`src/rtl/impulse_stim_gen.sv`:
```
// Impulse / step / PRBS stimulus generator with a capture window that is aligned
// to the active stimulus samples. Single-shot or periodic runs.
module impulse_stim_gen #(
  parameter int WIDTH   = 18,
  parameter int AMP     = int'(18'sh18000),
  parameter int OFFSET  = 29,
  parameter int CAP_LEN = 128,
  parameter int PERIOD  = 512,
  localparam int CW     = $clog2(PERIOD)
) (
  input  logic                    sys_clk,
  input  logic                    reset,
  input  logic                    sam_clk_en,
  input  logic                    sym_clk_en,
  input  logic                    start,
  input  logic                    stop,
  input  logic [1:0]              mode,
  output logic signed [WIDTH-1:0] stimulus,
  output logic                    cap_valid,
  output logic [CW-1:0]           cap_index,
  output logic                    busy,
  output logic                    done
);

  localparam logic signed [WIDTH-1:0] AMP_W = WIDTH'(AMP);
  localparam logic signed [WIDTH-1:0] AMP3  = AMP_W / WIDTH'(32'sd3);

  typedef enum logic [1:0] {
    IDLE   = 2'd0,
    LEAD   = 2'd1,
    ACTIVE = 2'd2,
    TAIL   = 2'd3
  } state_t;

  state_t                  state_r;
  logic [CW-1:0]           cnt_r;
  logic [CW-1:0]           cap_index_r;
  logic [1:0]              mode_r;
  logic [8:0]              lfsr_r;
  logic [8:0]              lfsr_next_s;
  logic signed [WIDTH-1:0] stimulus_r;
  logic                    cap_valid_r;
  logic                    done_r;

  // 4-level symbol map: 00 -> +A, 01 -> +A/3, 10 -> -A/3, 11 -> -A
  function automatic logic signed [WIDTH-1:0] prbs_level(input logic [1:0] sym);
    case (sym)
      2'b00:   return AMP_W;
      2'b01:   return AMP3;
      2'b10:   return -AMP3;
      default: return -AMP_W;
    endcase
  endfunction

  // x^9 + x^5 + 1 Fibonacci shift, feedback enters at bit 0
  assign lfsr_next_s = {lfsr_r[7:0], lfsr_r[8] ^ lfsr_r[4]};

  // Run sequencer: every state and counter update is gated by the sample tick
  always_ff @(posedge sys_clk or posedge reset) begin
    if (reset) begin
      state_r     <= IDLE;
      cnt_r       <= CW'(0);
      cap_index_r <= CW'(0);
      mode_r      <= 2'd0;
      lfsr_r      <= 9'h1FF;
      stimulus_r  <= WIDTH'(0);
      cap_valid_r <= 1'b0;
      done_r      <= 1'b0;
    end else begin
      done_r <= 1'b0;
      if (sam_clk_en) begin
        if (stop && (state_r != IDLE)) begin
          state_r     <= IDLE;
          cnt_r       <= CW'(0);
          cap_index_r <= CW'(0);
          stimulus_r  <= WIDTH'(0);
          cap_valid_r <= 1'b0;
          done_r      <= 1'b1;
        end else begin
          case (state_r)
            IDLE: begin
              if (start && !stop) begin
                state_r <= LEAD;
                cnt_r   <= CW'(0);
                mode_r  <= mode;
                lfsr_r  <= 9'h1FF;
              end
            end
            LEAD: begin
              cnt_r <= cnt_r + CW'(1);
              if (cnt_r == CW'(OFFSET - 1)) begin
                state_r     <= ACTIVE;
                cap_valid_r <= 1'b1;
                cap_index_r <= CW'(0);
                stimulus_r  <= (mode_r == 2'd3) ? prbs_level(lfsr_r[1:0]) : AMP_W;
              end
            end
            ACTIVE: begin
              if (cap_index_r == CW'(CAP_LEN - 1)) begin
                cap_valid_r <= 1'b0;
                cap_index_r <= CW'(0);
                stimulus_r  <= WIDTH'(0);
                if (mode_r == 2'd1) begin
                  // a window ending on the last frame slot goes straight to the next lead
                  if (cnt_r == CW'(PERIOD - 1)) begin
                    cnt_r   <= CW'(0);
                    state_r <= LEAD;
                  end else begin
                    cnt_r   <= cnt_r + CW'(1);
                    state_r <= TAIL;
                  end
                end else begin
                  cnt_r   <= CW'(0);
                  state_r <= IDLE;
                  done_r  <= 1'b1;
                end
              end else begin
                cap_index_r <= cap_index_r + CW'(1);
                cnt_r       <= cnt_r + CW'(1);
                case (mode_r)
                  2'd2: stimulus_r <= AMP_W;
                  2'd3: begin
                    if (sym_clk_en) begin
                      lfsr_r     <= lfsr_next_s;
                      stimulus_r <= prbs_level(lfsr_next_s[1:0]);
                    end
                  end
                  default: stimulus_r <= WIDTH'(0);
                endcase
              end
            end
            TAIL: begin
              if (cnt_r == CW'(PERIOD - 1)) begin
                cnt_r   <= CW'(0);
                state_r <= LEAD;
              end else begin
                cnt_r <= cnt_r + CW'(1);
              end
            end
            default: state_r <= IDLE;
          endcase
        end
      end
    end
  end

  assign stimulus  = stimulus_r;
  assign cap_valid = cap_valid_r;
  assign cap_index = cap_index_r;
  assign busy      = (state_r != IDLE);
  assign done      = done_r;

endmodule

```
`config.mk`:
```
export PLATFORM = sky130hd
export DESIGN_NAME = impulse_stim_gen
export DESIGN_NICKNAME = d
export VERILOG_FILES = /design/src/rtl/impulse_stim_gen.sv
export SDC_FILE = /design/constraint.sdc
export NUM_CORES = 1
export LEC_CHECK = 0
export CAP_MARGIN = 30
export CORE_MARGIN = 4
export CORE_UTILIZATION = 35
export CTS_BUF_LIST = sky130_fd_sc_hd__clkbuf_4 sky130_fd_sc_hd__clkbuf_8 sky130_fd_sc_hd__clkbuf_16
export CTS_CLUSTER_SIZE = 10
export DETAILED_ROUTE_END_ITERATION = 12
export HOLD_SLACK_MARGIN = 0.12
export RECOVER_POWER = 100
export SYNTH_ARGS = -nofsm -noshare
export SYNTH_HDL_FRONTEND = slang
export SYNTH_SLANG_ARGS = --single-unit
```
`constraint.sdc`:
```
create_clock -name sys_clk -period 5.96 [get_ports sys_clk]
set_input_delay 1.192 -clock sys_clk [delete_from_list [all_inputs] [get_ports sys_clk]]
set_output_delay 1.192 -clock sys_clk [all_outputs]
set_load 0.01 [all_outputs]
```
Yosys cells after proc, flatten, opt, wreduce, memory -nomap -nowiden --
Index checks and enable logic that the tools add are counted.
Storage, ports and cells: bits in registers 51, input port bits 8, output and inout port bits 30, word-level logic and storage cells 91
Cells by class: add/subtract/negate cells 2, equal/unequal tests 22, mux-type cells 41, bitwise logic cells 2, reduce and logical (&&, ||, !) cells 16
Operators with widths (count):
- 2-to-1 mux 9 bit | 12
- case mux 18 bit (3 select lines) | 2
- 2-to-1 mux 18 bit | 5
- case mux 18 bit (2 select lines) | 2
- case mux 9 bit (2 select lines) | 2
- case mux 9 bit (4 select lines) | 1
- adder 9 x 1 -> 9 bit, second input constant | 2
- 2-to-1 mux 2 bit | 7
- == test 2 bit, second input constant | 6
- != test 3 bit, second input constant | 4
- AND reduction 4 bit | 3
- == test 9 x 5 -> 1 bit, second input constant | 1
- == test 9 x 7 -> 1 bit, second input constant | 1
- == test 9 bit, second input constant | 1
- == test 2 x 1 -> 1 bit, second input constant | 4
- 2-to-1 mux 1 bit | 8
- != test 2 bit, second input constant | 4
- case mux 2 bit (4 select lines) | 1
- AND reduction 7 bit | 1
- zero test 2 bit | 3
- != test 5 bit, second input constant | 1
- AND reduction 5 bit | 1
- nonzero test 2 bit | 2
- AND reduction 3 bit | 1
- other kinds (7) | 8

Longest topological paths before layout --
word-level depth 8, mapped depth 8, depth with buffers taken out 8

Worst setup path before layout --
Ideal clock, no wire load.
kind input-to-reg, start input port stop, end register cap_index_r[0] (netlist: cap_index[0]), setup time 0.125 ns, data arrival time 2.365 ns, required time 5.835 ns, slack 3.470 ns, cell stages on the path 5, path buffers 1, cells stage by stage nor2b_1 clkbuf_1 o31ai_2 nor3_1 mux2_2
On the way: word-level cells in the longest chain between the ends 3, elaborated cells between the ends (all ways) 5, classes of those cells eq/ne: 1; mux: 1; reduce/logical: 3
RTL lines:
- from (decl) | RTL line 16 | input logic stop,
- logical AND 1 bit (*) | RTL line 72 | if (stop && (state_r != IDLE)) begin
- != test 3 bit (no line) / nonzero test 3 bit (equally long branches)
- AND reduction 3 bit (no line)
- to (signal assigned) | RTL line 118 | cap_index_r <= cap_index_r + CW'(1);
- to (decl) | RTL line 37 | logic [CW-1:0] cap_index_r;
Mark *: on every way between the ends. The rest lies on a longest branch, timed or not. A chain may end at the register's enable or synchronous reset.

Worst setup path in the final report --
start input port stop, end register stimulus_r[17] (netlist: stimulus[17])
On the way: word-level cells in the longest chain between the ends 3, elaborated cells between the ends (all ways) 6, classes of those cells eq/ne: 2; mux: 1; reduce/logical: 3
RTL lines:
- logical AND 1 bit (*) | RTL line 72
- != test 5 bit (no line), or another cell as far along
- AND reduction 4 bit (no line)
- to (signal assigned) | RTL line 95 | stimulus_r <= (mode_r == 2'd3) ? prbs_level(lfsr_r[1:0]) : AMP_W;
- to (signal assigned) | RTL line 125 | stimulus_r <= prbs_level(lfsr_next_s[1:0]);
- to (decl) | RTL line 41 | logic signed [WIDTH-1:0] stimulus_r;
Marked as above.

==> qor.txt <==
full die area: 7810 µm²
simple-gate share of the synthesized area: 19.6%
ys async rst share: 100%
worst slew pin tran: 1900 ps
IO Port Bufs: 22
status: complete, but fails checks
Core ar.: 6310 µm²
Net count, final: 270
Final setup viols: 0
synthesis-stage register bit count: 36
worst skew pair latency: 300 ps
overflow left after global routing: 0
final WL: 4.86 mm
initial antenna violation count: 0
GPL Wtd Cong: 0.812
fin. max-slew vios: 37
pwr dens: 345 nW/µm²
final worst slack: 2560 ps
Resize count post-CTS: 0
routed vias: 1782
CP delay by family, top: simple AND/OR/NAND/NOR gates
floorplan row count: 29
Placed Instances: 324
final core occ: 40.7%
crit path cell chain: dlygate4sd3_1, nor2b_1, o31ai_1, nor3_1, mux2_2
Setup CP Type: in -> reg
number of global-route vias before repair: 1682
root buffer cell: clkbuf_8
Synth Area in Compound Gates: 20.9%
Inserted Clock Buffers: 5
most frequent cell after synthesis: dfrtp_1
H-Tree Depth: 2
xor/xnor share of the synthesized area: 1.55%
synth cell count leaders: 27 x dfrtp_1, 25 x nand2_1, 15 x buf_4, 10 x nand3_1, 10 x o21ai_0
crit path capture type: flip-flop
total iterations of the first detailed-routing run: 4
top post-synthesis cells by area: dfrtp_1 30%, dfstp_2 10%, buf_4 5.0%, ha_1 4.4%, nand2_1 4.2%
IO Pins: 38
main combinational cell family by area after synthesis: compound AO/OA/AOI/OAI gates
ANT cells: 0
first-pass GRT wire length: 8.29 mm
CTS tree: done
synthesized area: 2260 µm²
placed cell areas: 2480 µm²
Hold/Removal Path Class: reg -> reg
layout cells sized above 1: 13.3%
post-detail-place hpwl: 3.53 mm
post-CTS setup buffers: 0
critical path fanouts, max: 10
most area-hungry cell type in the Yosys netlist: dfrtp_1
total track usage: 13.7%
DRC: 0
die height: 88.4 µm
power share of the clock group: 22.3%
Yosys cell types: 54
final setup TNS: 0 ps
yosys warns: 0
Hold Slack: 507 ps
CP startpoint kind: primary input
drt first-iter violations: 73
Pwr Total: 0.887 mW
Adder-Cell Fraction of Synth Area: 4.43%
Final period util: 57.1%
EDFF count, synth: 0
synthesized area per cell: 9.70 µm²
Worst path slowest cell: dlygate4sd3_1
crit path DAT: 3600 ps
maximum vdd drop: 0.166 mV
relative slew slack: -26.6%
sequential fraction of design power: 37.9%
final instance area: 2570 µm²
Seq/Total Area, Yosys: 40.3%
Primary FF master, synth: dfrtp_1
maximum root-to-sink buffer count: 2
Area Growth Syn to Fin: 13.7%
final worst clock skew: 13.7 ps
maxcap violations: 1
sw frac: 38.2%
Logic pwr share: 39.8%
WL/cell: 14.6 µm
CTS Hold Bufs: 0
min cycle time layout: 3400 ps
DRT antenna net count: 0
Yosys top cell area share: 29.9%
multiplexer share of the synthesized area: 4.81%
Setup WS pre-CTS: 2530 ps
Net Sw Power: 0.339 mW
internal power: 0.548 mW
die width: 88.4 µm
final hold violations: 0
Worst Path Buf+Inv: 1
RSZ-0062 raised after global routing: no
failing checks: capacitance limit, slew limit
Cells after Synth: 233
Initial Util: 35.8%
max incr delay on CP: 650 ps
Via density: 5.37
CTS sink cnt: 36
Worst Path Required: 6150 ps
Reg clk slew, reported paths: 80 ps
leakage power: 1.07 nW
fmax: 0.294 GHz
pin count of the biggest net entering global routing: 37
Non-Filler Instances: 332
-- per-layer routing --
| layer | global-route usage (%) | vias up | part of all wire [%] |
|---|---|---|---|
| met4 | 5.36 | 0 | 2.0 |
| met3 | 3.07 | 7 | 5.5 |
| met5 | 0 | - | 0 |
| met1 | 19.7 | 857 | 49 |
| li1 | - | 876 | - |
| met2 | 20.1 | 42 | 43 |
-- path summary, 6_finish.rpt --
path / cells after the start / endpoint / from / slack (ps)
setup reg to reg: 6 / lfsr_r[0]$_DFFE_PP1P_ / state_r[0]$_DFFE_PP0P_ / 3330
min in group asynchronous: 3 / stimulus[17]$_DFFE_PP0P_ / reset / 2010
hold reg to reg: 1 / stimulus[15]$_DFFE_PP0P_ / stimulus[15]$_DFFE_PP0P_ / 510
setup / recovery: 5 / stimulus[17]$_DFFE_PP0P_ / stop / 2560
hold / removal: 1 / stimulus[15]$_DFFE_PP0P_ / stimulus[15]$_DFFE_PP0P_ / 510
max in group asynchronous: 3 / cnt_r[7]$_DFFE_PP0P_ / reset / 2860
-- logic make-up (layout without fill, tap and decap cells) --
family          count (synthesis)  count (layout)
compound gates                 60              60
xor+xnor                        4               4
fa+ha+maj                       8               8
buf+inv                        32              40
flops                          36              36
mux                            10              10
other cells                     1              15
simple gates                   82              82
-- final cells by class --
class / instances / area [µm²]
Sequential cell: 36 / 912
Tap cell: 77 / 96.3
Timing Repair Buffer: 23 / 224
Fill cell: 661 / 3740
Inverter: 9 / 33.8
Multi-Input combinational cell: 179 / 1200
Clock buffer: 8 / 104
-- flip-flops by register name, indices dropped and copies added, names as in the netlist --
name	cells
cap_index	9
cap_valid	1
cnt_r	9
done	1
lfsr_r	9
mode_r	2
state_r	2
stimulus	3
-- layout by cell type (no fill, tap or decap), drive strengths merged, types with 9 or more instances in the layout --
master / instances
inv: 9
dlygate4sd3: 18
conb: 15
nand3: 10
dfrtp: 27
clkbuf: 9
dfstp: 9
nand2: 25
nor3: 9
o21ai: 11
nor4: 9
-- power by group through the flow --
stage	Combinational [mW]	Sequential [mW]	Clock, mW
floorplan	0.272	0.338	0
CTS	0.370	0.337	0.206
detailed placement	0.367	0.342	0
global route	0.397	0.344	0.216
finish	0.353	0.336	0.198
global placement	0.366	0.340	0
-- worst register-to-register path: cells and delay by family, from the launching register on --
family / cells / cell delay, ps
buf+inv: 1 / 110
simple gates: 1 / 200
compound gates: 2 / 950
flops: 1 / 400
fa+ha+maj: 1 / 490
mux: 1 / 410
No activity file was read; power rests on OpenSTA's default activity.
